File: config.mk
export PLATFORM = sky130hd
export DESIGN_NAME = bram_stream_reader
export DESIGN_NICKNAME = d
export VERILOG_FILES = /design/src/rtl/bram_stream_reader.sv
export SDC_FILE = /design/constraint.sdc
export NUM_CORES = 1
export LEC_CHECK = 0
export ABC_AREA = 1
export ABC_CLOCK_PERIOD_IN_PS = 5900
export BUFFER_PORTS_ARGS = -buffer_cell sky130_fd_sc_hd__buf_2
export CAP_MARGIN = 20
export CORE_UTILIZATION = 61
export DETAILED_ROUTE_END_ITERATION = 16
export PLACE_DENSITY = 0.85
export SKIP_LAST_GASP = 1
export SYNTH_ARGS = -nofsm -noshare
export SYNTH_HDL_FRONTEND = slang
export SYNTH_SLANG_ARGS = --single-unit
File: constraint.sdc
create_clock -name clk -period 5.9 [get_ports clk]
set_clock_uncertainty 0.05 [all_clocks]
set_input_delay 1.475 -clock clk [delete_from_list [all_inputs] [get_ports clk]]
set_output_delay 1.475 -clock clk [all_outputs]
set_load 0.01 [all_outputs]
File: src/rtl/bram_stream_reader.sv
// Streams a burst of words out of a registered-output BRAM.
// A 2-entry FIFO decouples BRAM read latency from downstream backpressure.
module bram_stream_reader #(
    parameter int NUM_BLOCKS = 16,
    localparam int ADDR_W = 8 + $clog2(NUM_BLOCKS),
    localparam int DEPTH = 256 * NUM_BLOCKS
) (
    input  logic              clk,
    input  logic              rst_n,
    input  logic              start,
    input  logic [ADDR_W-1:0] base_addr,
    input  logic [ADDR_W:0]   length,
    output logic              busy,
    output logic              done,
    output logic              rd_en,
    output logic [ADDR_W-1:0] rd_addr,
    input  logic [15:0]       rd_data,
    output logic              out_valid,
    output logic [15:0]       out_data,
    output logic              out_last,
    input  logic              out_ready
);

    typedef enum logic [1:0] {
        IDLE,
        RUN,
        DRAIN
    } state_e;

    localparam logic [ADDR_W:0]   CNT_ONE  = (ADDR_W + 1)'(1);
    localparam logic [ADDR_W-1:0] ADDR_TOP = ADDR_W'(DEPTH - 1);

    state_e            state_q, state_d;
    logic [ADDR_W-1:0] addr_q, addr_d;
    logic [ADDR_W-1:0] last_addr_q, last_addr_d;
    logic [ADDR_W:0]   iss_q, iss_d;
    logic [ADDR_W:0]   ret_q, ret_d;
    logic              infl_q;
    logic              zdone_q, zdone_d;

    logic [15:0]       fifo_q [2];
    logic              wp_q, rp_q;
    logic [1:0]        cnt_q, cnt_d;

    logic              push, pop;
    logic [2:0]        occ;

    // The BRAM word requested last cycle lands in the FIFO now.
    assign push      = infl_q;
    assign out_valid = (cnt_q != 2'd0);
    assign out_data  = fifo_q[rp_q];
    assign out_last  = out_valid && (ret_q == CNT_ONE);
    assign pop       = out_valid & out_ready;
    assign busy      = (state_q != IDLE);
    assign rd_addr   = rd_en ? addr_q : last_addr_q;
    assign occ       = {1'b0, cnt_q} + {2'b0, infl_q} - {2'b0, pop};
    assign cnt_d     = cnt_q + {1'b0, push} - {1'b0, pop};

    // Next-state, read issue and completion logic.
    always_comb begin
        state_d     = state_q;
        addr_d      = addr_q;
        last_addr_d = last_addr_q;
        iss_d       = iss_q;
        ret_d       = ret_q;
        zdone_d     = 1'b0;
        rd_en       = 1'b0;
        done        = zdone_q;
        if (pop) begin
            ret_d = ret_q - CNT_ONE;
        end
        unique case (state_q)
            IDLE: begin
                if (start) begin
                    if (length == '0) begin
                        zdone_d = 1'b1;
                    end else begin
                        addr_d  = base_addr;
                        iss_d   = length;
                        ret_d   = length;
                        state_d = RUN;
                    end
                end
            end
            RUN: begin
                if (iss_q != '0 && occ < 3'd2) begin
                    rd_en       = 1'b1;
                    last_addr_d = addr_q;
                    addr_d      = (addr_q == ADDR_TOP) ? '0 : addr_q + 1'b1;
                    iss_d       = iss_q - CNT_ONE;
                end
                if (iss_d == '0) begin
                    state_d = DRAIN;
                end
            end
            DRAIN: begin
                if (pop && ret_q == CNT_ONE) begin
                    state_d = IDLE;
                    done    = 1'b1;
                end
            end
            default: state_d = IDLE;
        endcase
    end

    // State, address and counter registers.
    always_ff @(posedge clk or negedge rst_n) begin
        if (!rst_n) begin
            state_q     <= IDLE;
            addr_q      <= '0;
            last_addr_q <= '0;
            iss_q       <= '0;
            ret_q       <= '0;
            infl_q      <= 1'b0;
            zdone_q     <= 1'b0;
        end else begin
            state_q     <= state_d;
            addr_q      <= addr_d;
            last_addr_q <= last_addr_d;
            iss_q       <= iss_d;
            ret_q       <= ret_d;
            infl_q      <= rd_en;
            zdone_q     <= zdone_d;
        end
    end

    // Two-entry output FIFO.
    always_ff @(posedge clk or negedge rst_n) begin
        if (!rst_n) begin
            fifo_q[0] <= '0;
            fifo_q[1] <= '0;
            wp_q      <= 1'b0;
            rp_q      <= 1'b0;
            cnt_q     <= 2'd0;
        end else begin
            if (push) begin
                fifo_q[wp_q] <= rd_data;
                wp_q         <= ~wp_q;
            end
            if (pop) begin
                rp_q <= ~rp_q;
            end
            cnt_q <= cnt_d;
        end
    end

    a_no_overflow: assert property (
        @(posedge clk) disable iff (!rst_n) !(push && cnt_q == 2'd2)
    );

endmodule

==> tab_implementation.tex <==
\begin{tabular}{lr}
\hline
Metric & Value \\
\hline
\multicolumn{2}{l}{\textbf{Timing}} \\
\quad Peak Freq & 0.177 GHz \\
\quad Worst-margin pin slew & 0.935 ns \\
\quad Worst-case headroom to the max-slew limit & 37.6\% \\
\quad Count of final max-slew check failures & 0 \\
\quad Hold violation count in the final report & 0 \\
\quad Setup-failing EPs final & 0 \\
\quad RSZ-0062 raised after global routing & false \\
\quad Final critical delay including setup and external delays & 5.66 ns \\
\quad Total negative slack for setup checks & 0 ns \\
\quad Share of the clock period used by the worst path after layout & 95.9\% \\
\multicolumn{2}{l}{\textbf{CTS}} \\
\quad CTS sink count & 90 \\
\quad Htree depth & 3 \\
\quad Clock insertion delay at the later pin of the skew report & 0.37 ns \\
\quad Cts repair resizes & 0 \\
\quad Inserted Clock Buffers & 9 \\
\quad Maximum clock insertion buffer count & 2 \\
\quad Clock transition at path regs & around 0.1 ns \\
\quad Setup bufs post-CTS & 0 \\
\quad Clk root buf & sky130\_fd\_sc\_hd\_\_clkbuf\_8 \\
\quad Number of hold buffers added after cts & 0 \\
\quad Clock tree from TritonCTS & built \\
\multicolumn{2}{l}{\textbf{Layout}} \\
\quad Share of cells above drive strength 1 & about 17\% \\
\quad Layout Nets & 781 \\
\quad Area growth, synth to finish & 12.4\% \\
\quad Antenna Diode Count & 0 \\
\multicolumn{2}{l}{\textbf{Synth}} \\
\quad Most frequently used flop master after synthesis & sky130\_fd\_sc\_hd\_\_dfrtp\_1 \\
\quad Share of flip-flops with an asynchronous set or reset & 100\% \\
\quad Part of the Yosys area used for sequential elements & 45.3\% \\
\quad Number of different library cells in the post-synthesis netlist & between 40 and 50 \\
\quad Flip-flop and latch count after synthesis & 90 \\
\quad Synth warnings & 0 \\
\quad Number of flops mapped to enable cells by yosys & 0 \\
\quad Average instance area after synthesis & 7.50 um2 \\
\quad Area of the mapped netlist & around 5000 um2 \\
\quad Instance count of the mapped netlist & 663 \\
\quad Net count of the mapped netlist & 715 \\
\multicolumn{2}{l}{\textbf{Die}} \\
\quad Starting utilization of the core area & 63.7\% \\
\quad Width of the chip & 92.3 um \\
\quad Die Footprint & between 8000 and 9000 um2 \\
\quad Die Span Y & around 92 um \\
\quad Ports placed on the boundary & 78 \\
\quad Core Region & 7810 um2 \\
\quad Total number of placement rows & 32 \\
\multicolumn{2}{l}{\textbf{Critical path}} \\
\quad FF-to-FF setup slack & between 2 and 2.5 ns \\
\quad Maximum fanout count along the critical path & 25 \\
\quad Critical path start-end classification & in -> out \\
\quad Startpoint class of the critical path & input port \\
\quad Launching point of the worst reg2reg path & cnt\_q[1]\$\_DFF\_PN0\_ \\
\quad Worst r2r dst & addr\_q[10]\$\_DFFE\_PN0P\_ \\
\quad Worst EP arrival & between 4 and 5 ns \\
\quad Data required time of the critical path & approximately 4.4 ns \\
\quad Length in cells of the worst reg-to-reg path & 18 \\
\quad Capturing element type of the critical path & output pin \\
\multicolumn{2}{l}{\textbf{Detailed routing}} \\
\quad Number of DRC markers in iteration 0 & 293 \\
\quad Detailed-route DRC error count & 0 \\
\quad Vias & 4,571 \\
\quad Mean routed wirelength per cell & around 14 um \\
\quad Average via count per standard cell & 5.47 \\
\quad Number of nets with antenna violations after routing & 0 \\
\quad Pre-antenna DRT Iters & 5 \\
\quad Routed wire length & 11.6 mm \\
\multicolumn{2}{l}{\textbf{GRT}} \\
\quad Overall fraction of global-route tracks in use & 29.4\% \\
\quad Pin count of the biggest net entering global routing & 75 \\
\quad Number of antenna violations at the first check in global routing & 0 \\
\quad Number of global-route vias before repair & around 4,400 \\
\quad Global-route wire length before repair & 19.9 mm \\
\quad GRT overflow & 0 \\
\multicolumn{2}{l}{\textbf{Pwr}} \\
\quad Worst supply voltage drop on vdd & 0.349 mV \\
\quad Standby leakage power & 2.96 nW \\
\quad Pwr dens & 636 nW/um2 \\
\quad Post-layout total power & about 3.6 mW \\
\multicolumn{2}{l}{\textbf{Hold path}} \\
\quad Worst min-delay path class & reg -> reg \\
\quad Min-Delay Startpoint & fifo\_q[4]\$\_DFFE\_PN0P\_ \\
\quad Hold Path Cell Cnt & 2 \\
\quad Worst min-delay path endpoint & fifo\_q[4]\$\_DFFE\_PN0P\_ \\
\multicolumn{2}{l}{\textbf{Place}} \\
\quad Global placer's final weighted congestion & 0.914 \\
\quad Quantity of I/O buffers inserted on ports & between 70 and 80 \\
\quad HPWL after detailed placement & 8.34 mm \\
\multicolumn{2}{l}{\textbf{Job}} \\
\quad Max Cap Violations & 0 \\
\multicolumn{2}{l}{\textbf{Run status}} \\
\quad Outcome & finished clean \\
\hline
\end{tabular}
==> Yosys cell counts, types with 2 or more instances <==
| master | n | area share, % |
|---|---|---|
| sky130_fd_sc_hd__xor2_1 | 11 | 1.9 |
| sky130_fd_sc_hd__nor2_2 | 6 | 0.76 |
| sky130_fd_sc_hd__a31oi_1 | 5 | 0.63 |
| sky130_fd_sc_hd__a22oi_2 | 3 | 0.76 |
| sky130_fd_sc_hd__o211ai_1 | 2 | 0.30 |
| sky130_fd_sc_hd__ha_1 | 6 | 1.5 |
| sky130_fd_sc_hd__inv_1 | 71 | 5.4 |
| sky130_fd_sc_hd__nor2_1 | 54 | 4.1 |
| sky130_fd_sc_hd__buf_2 | 4 | 0.40 |
| sky130_fd_sc_hd__buf_6 | 2 | 0.45 |
| sky130_fd_sc_hd__a21oi_1 | 18 | 1.8 |
| sky130_fd_sc_hd__o22ai_1 | 6 | 0.76 |
| sky130_fd_sc_hd__inv_2 | 5 | 0.38 |
| sky130_fd_sc_hd__nor3_1 | 5 | 0.50 |
| sky130_fd_sc_hd__nand3_1 | 25 | 2.5 |
| sky130_fd_sc_hd__dfrtp_1 | 90 | 45 |
| sky130_fd_sc_hd__a22oi_1 | 3 | 0.45 |
| sky130_fd_sc_hd__o21ai_0 | 84 | 8.5 |
| sky130_fd_sc_hd__xnor2_1 | 2 | 0.35 |
| sky130_fd_sc_hd__nand3b_1 | 3 | 0.45 |
| sky130_fd_sc_hd__clkinv_1 | 2 | 0.15 |
| sky130_fd_sc_hd__clkbuf_1 | 16 | 1.2 |
| sky130_fd_sc_hd__nand2_4 | 2 | 0.45 |
| sky130_fd_sc_hd__nand4_1 | 14 | 1.8 |
| sky130_fd_sc_hd__nand2_1 | 196 | 15 |
| sky130_fd_sc_hd__or2_2 | 2 | 0.25 |
| sky130_fd_sc_hd__nor4_1 | 3 | 0.38 |
| sky130_fd_sc_hd__nor2_4 | 2 | 0.45 |
| sky130_fd_sc_hd__o31ai_1 | 2 | 0.30 |
| sky130_fd_sc_hd__nand2_2 | 8 | 1.0 |
==> cell type report <==
| type | instances | area (um2) |
|---|---|---|
| Tap cell | 102 | 128 |
| Clock buffer | 9 | 124 |
| Fill cell | 632 | 2220 |
| Inverter | 79 | 299 |
| Timing Repair Buffer | 79 | 403 |
| Clock inverter | 7 | 76.3 |
| Multi-Input combinational cell | 470 | 2300 |
| Sequential cell | 90 | 2250 |
==> critical path, cell delays in order <==
cell                      delay [ns]
sky130_fd_sc_hd__buf_2          0.11
sky130_fd_sc_hd__nand2_2        0.10
sky130_fd_sc_hd__inv_2          0.08
sky130_fd_sc_hd__nand2_1        0.06
sky130_fd_sc_hd__o21ai_0        0.09
sky130_fd_sc_hd__ha_1           0.18
sky130_fd_sc_hd__inv_1          0.05
sky130_fd_sc_hd__fa_1           0.54
sky130_fd_sc_hd__inv_2          0.07
sky130_fd_sc_hd__nor3_4         0.41
sky130_fd_sc_hd__nand2_4        0.20
sky130_fd_sc_hd__nor2_4         0.17
sky130_fd_sc_hd__inv_4          0.12
sky130_fd_sc_hd__o21ai_0        0.28
sky130_fd_sc_hd__buf_2          0.19
==> flip-flops by register name, indices dropped and copies added, names as in the netlist <==
register	count
last_addr_q	12
wp_q	1
fifo_q	32
rp_q	1
addr_q	12
zdone_q	1
ret_q	13
cnt_q	2
infl_q	1
state_q	2
iss_q	13
==> through the flow <==
step	utilization, %	cell area, um2	setup slack [ns]	instances	hold WS, ns
finish	71.6	5590	0.242	836	0.443
global route	71.6	5590	0.0199	836	0.472
CTS	71.6	5590	0.291	836	0.447
detailed placement	69.0	5390	0.324	820	0.423
global placement	69.0	5390	0.509	820	0.415
floorplan	-	4970	0.751	663	0.403
==> worst max-delay path by stage <==
stage	startpoint	end	slack, ns	cells past startpoint
floorplan	out_ready	rd_addr[10]	0.75	14
detailed placement	out_ready	rd_addr[5]	0.32	15
CTS	out_ready	rd_addr[5]	0.29	15
global placement	out_ready	rd_addr[5]	0.51	15
global route	out_ready	rd_addr[2]	0.02	15
finish	out_ready	rd_addr[5]	0.24	15
==> layer usage <==
metal,vias up,part of all wire (%),global-route usage [%],routed length (um)
li1,2270,-,-,-
met1,2145,46,40.6,5360
met2,135,47,47.4,5440
met3,21,5.0,3.90,575
met4,0,1.9,11.6,219
met5,-,0,0,0
==> where the power goes <==
part / switching (mW) / internal [mW] / total (mW)
Clock: 0.255 / 0.168 / 0.424
Sequential: 0.238 / 0.936 / 1.17
Combinational: 1.26 / 0.695 / 1.96
==> cell families (layout without fill, tap and decap cells) <==
logic type,count (synthesis),count (layout),share of synthesized area [%]
adders and majority gates,7,7,1.91
and+or+nand+nor,322,322,27.9
buffers and inverters,103,174,8.33
xor gates and xnor gates,13,13,2.29
AOI/OAI and AO/OA,128,128,14.3
DFF,90,90,45.3
==> layout by cell type (no fill, tap or decap), types with 11 or more instances in the layout <==
master / synthesis / final
sky130_fd_sc_hd__nor2_1: 54 / 54
sky130_fd_sc_hd__o21ai_0: 84 / 84
sky130_fd_sc_hd__nand3_1: 25 / 25
sky130_fd_sc_hd__xor2_1: 11 / 11
sky130_fd_sc_hd__dfrtp_1: 90 / 90
sky130_fd_sc_hd__nand2_1: 196 / 196
sky130_fd_sc_hd__a21oi_1: 18 / 18
sky130_fd_sc_hd__inv_1: 71 / 71
sky130_fd_sc_hd__nand4_1: 14 / 14
sky130_fd_sc_hd__buf_2: 4 / 76
No activity file was read; power rests on OpenSTA's default activity.
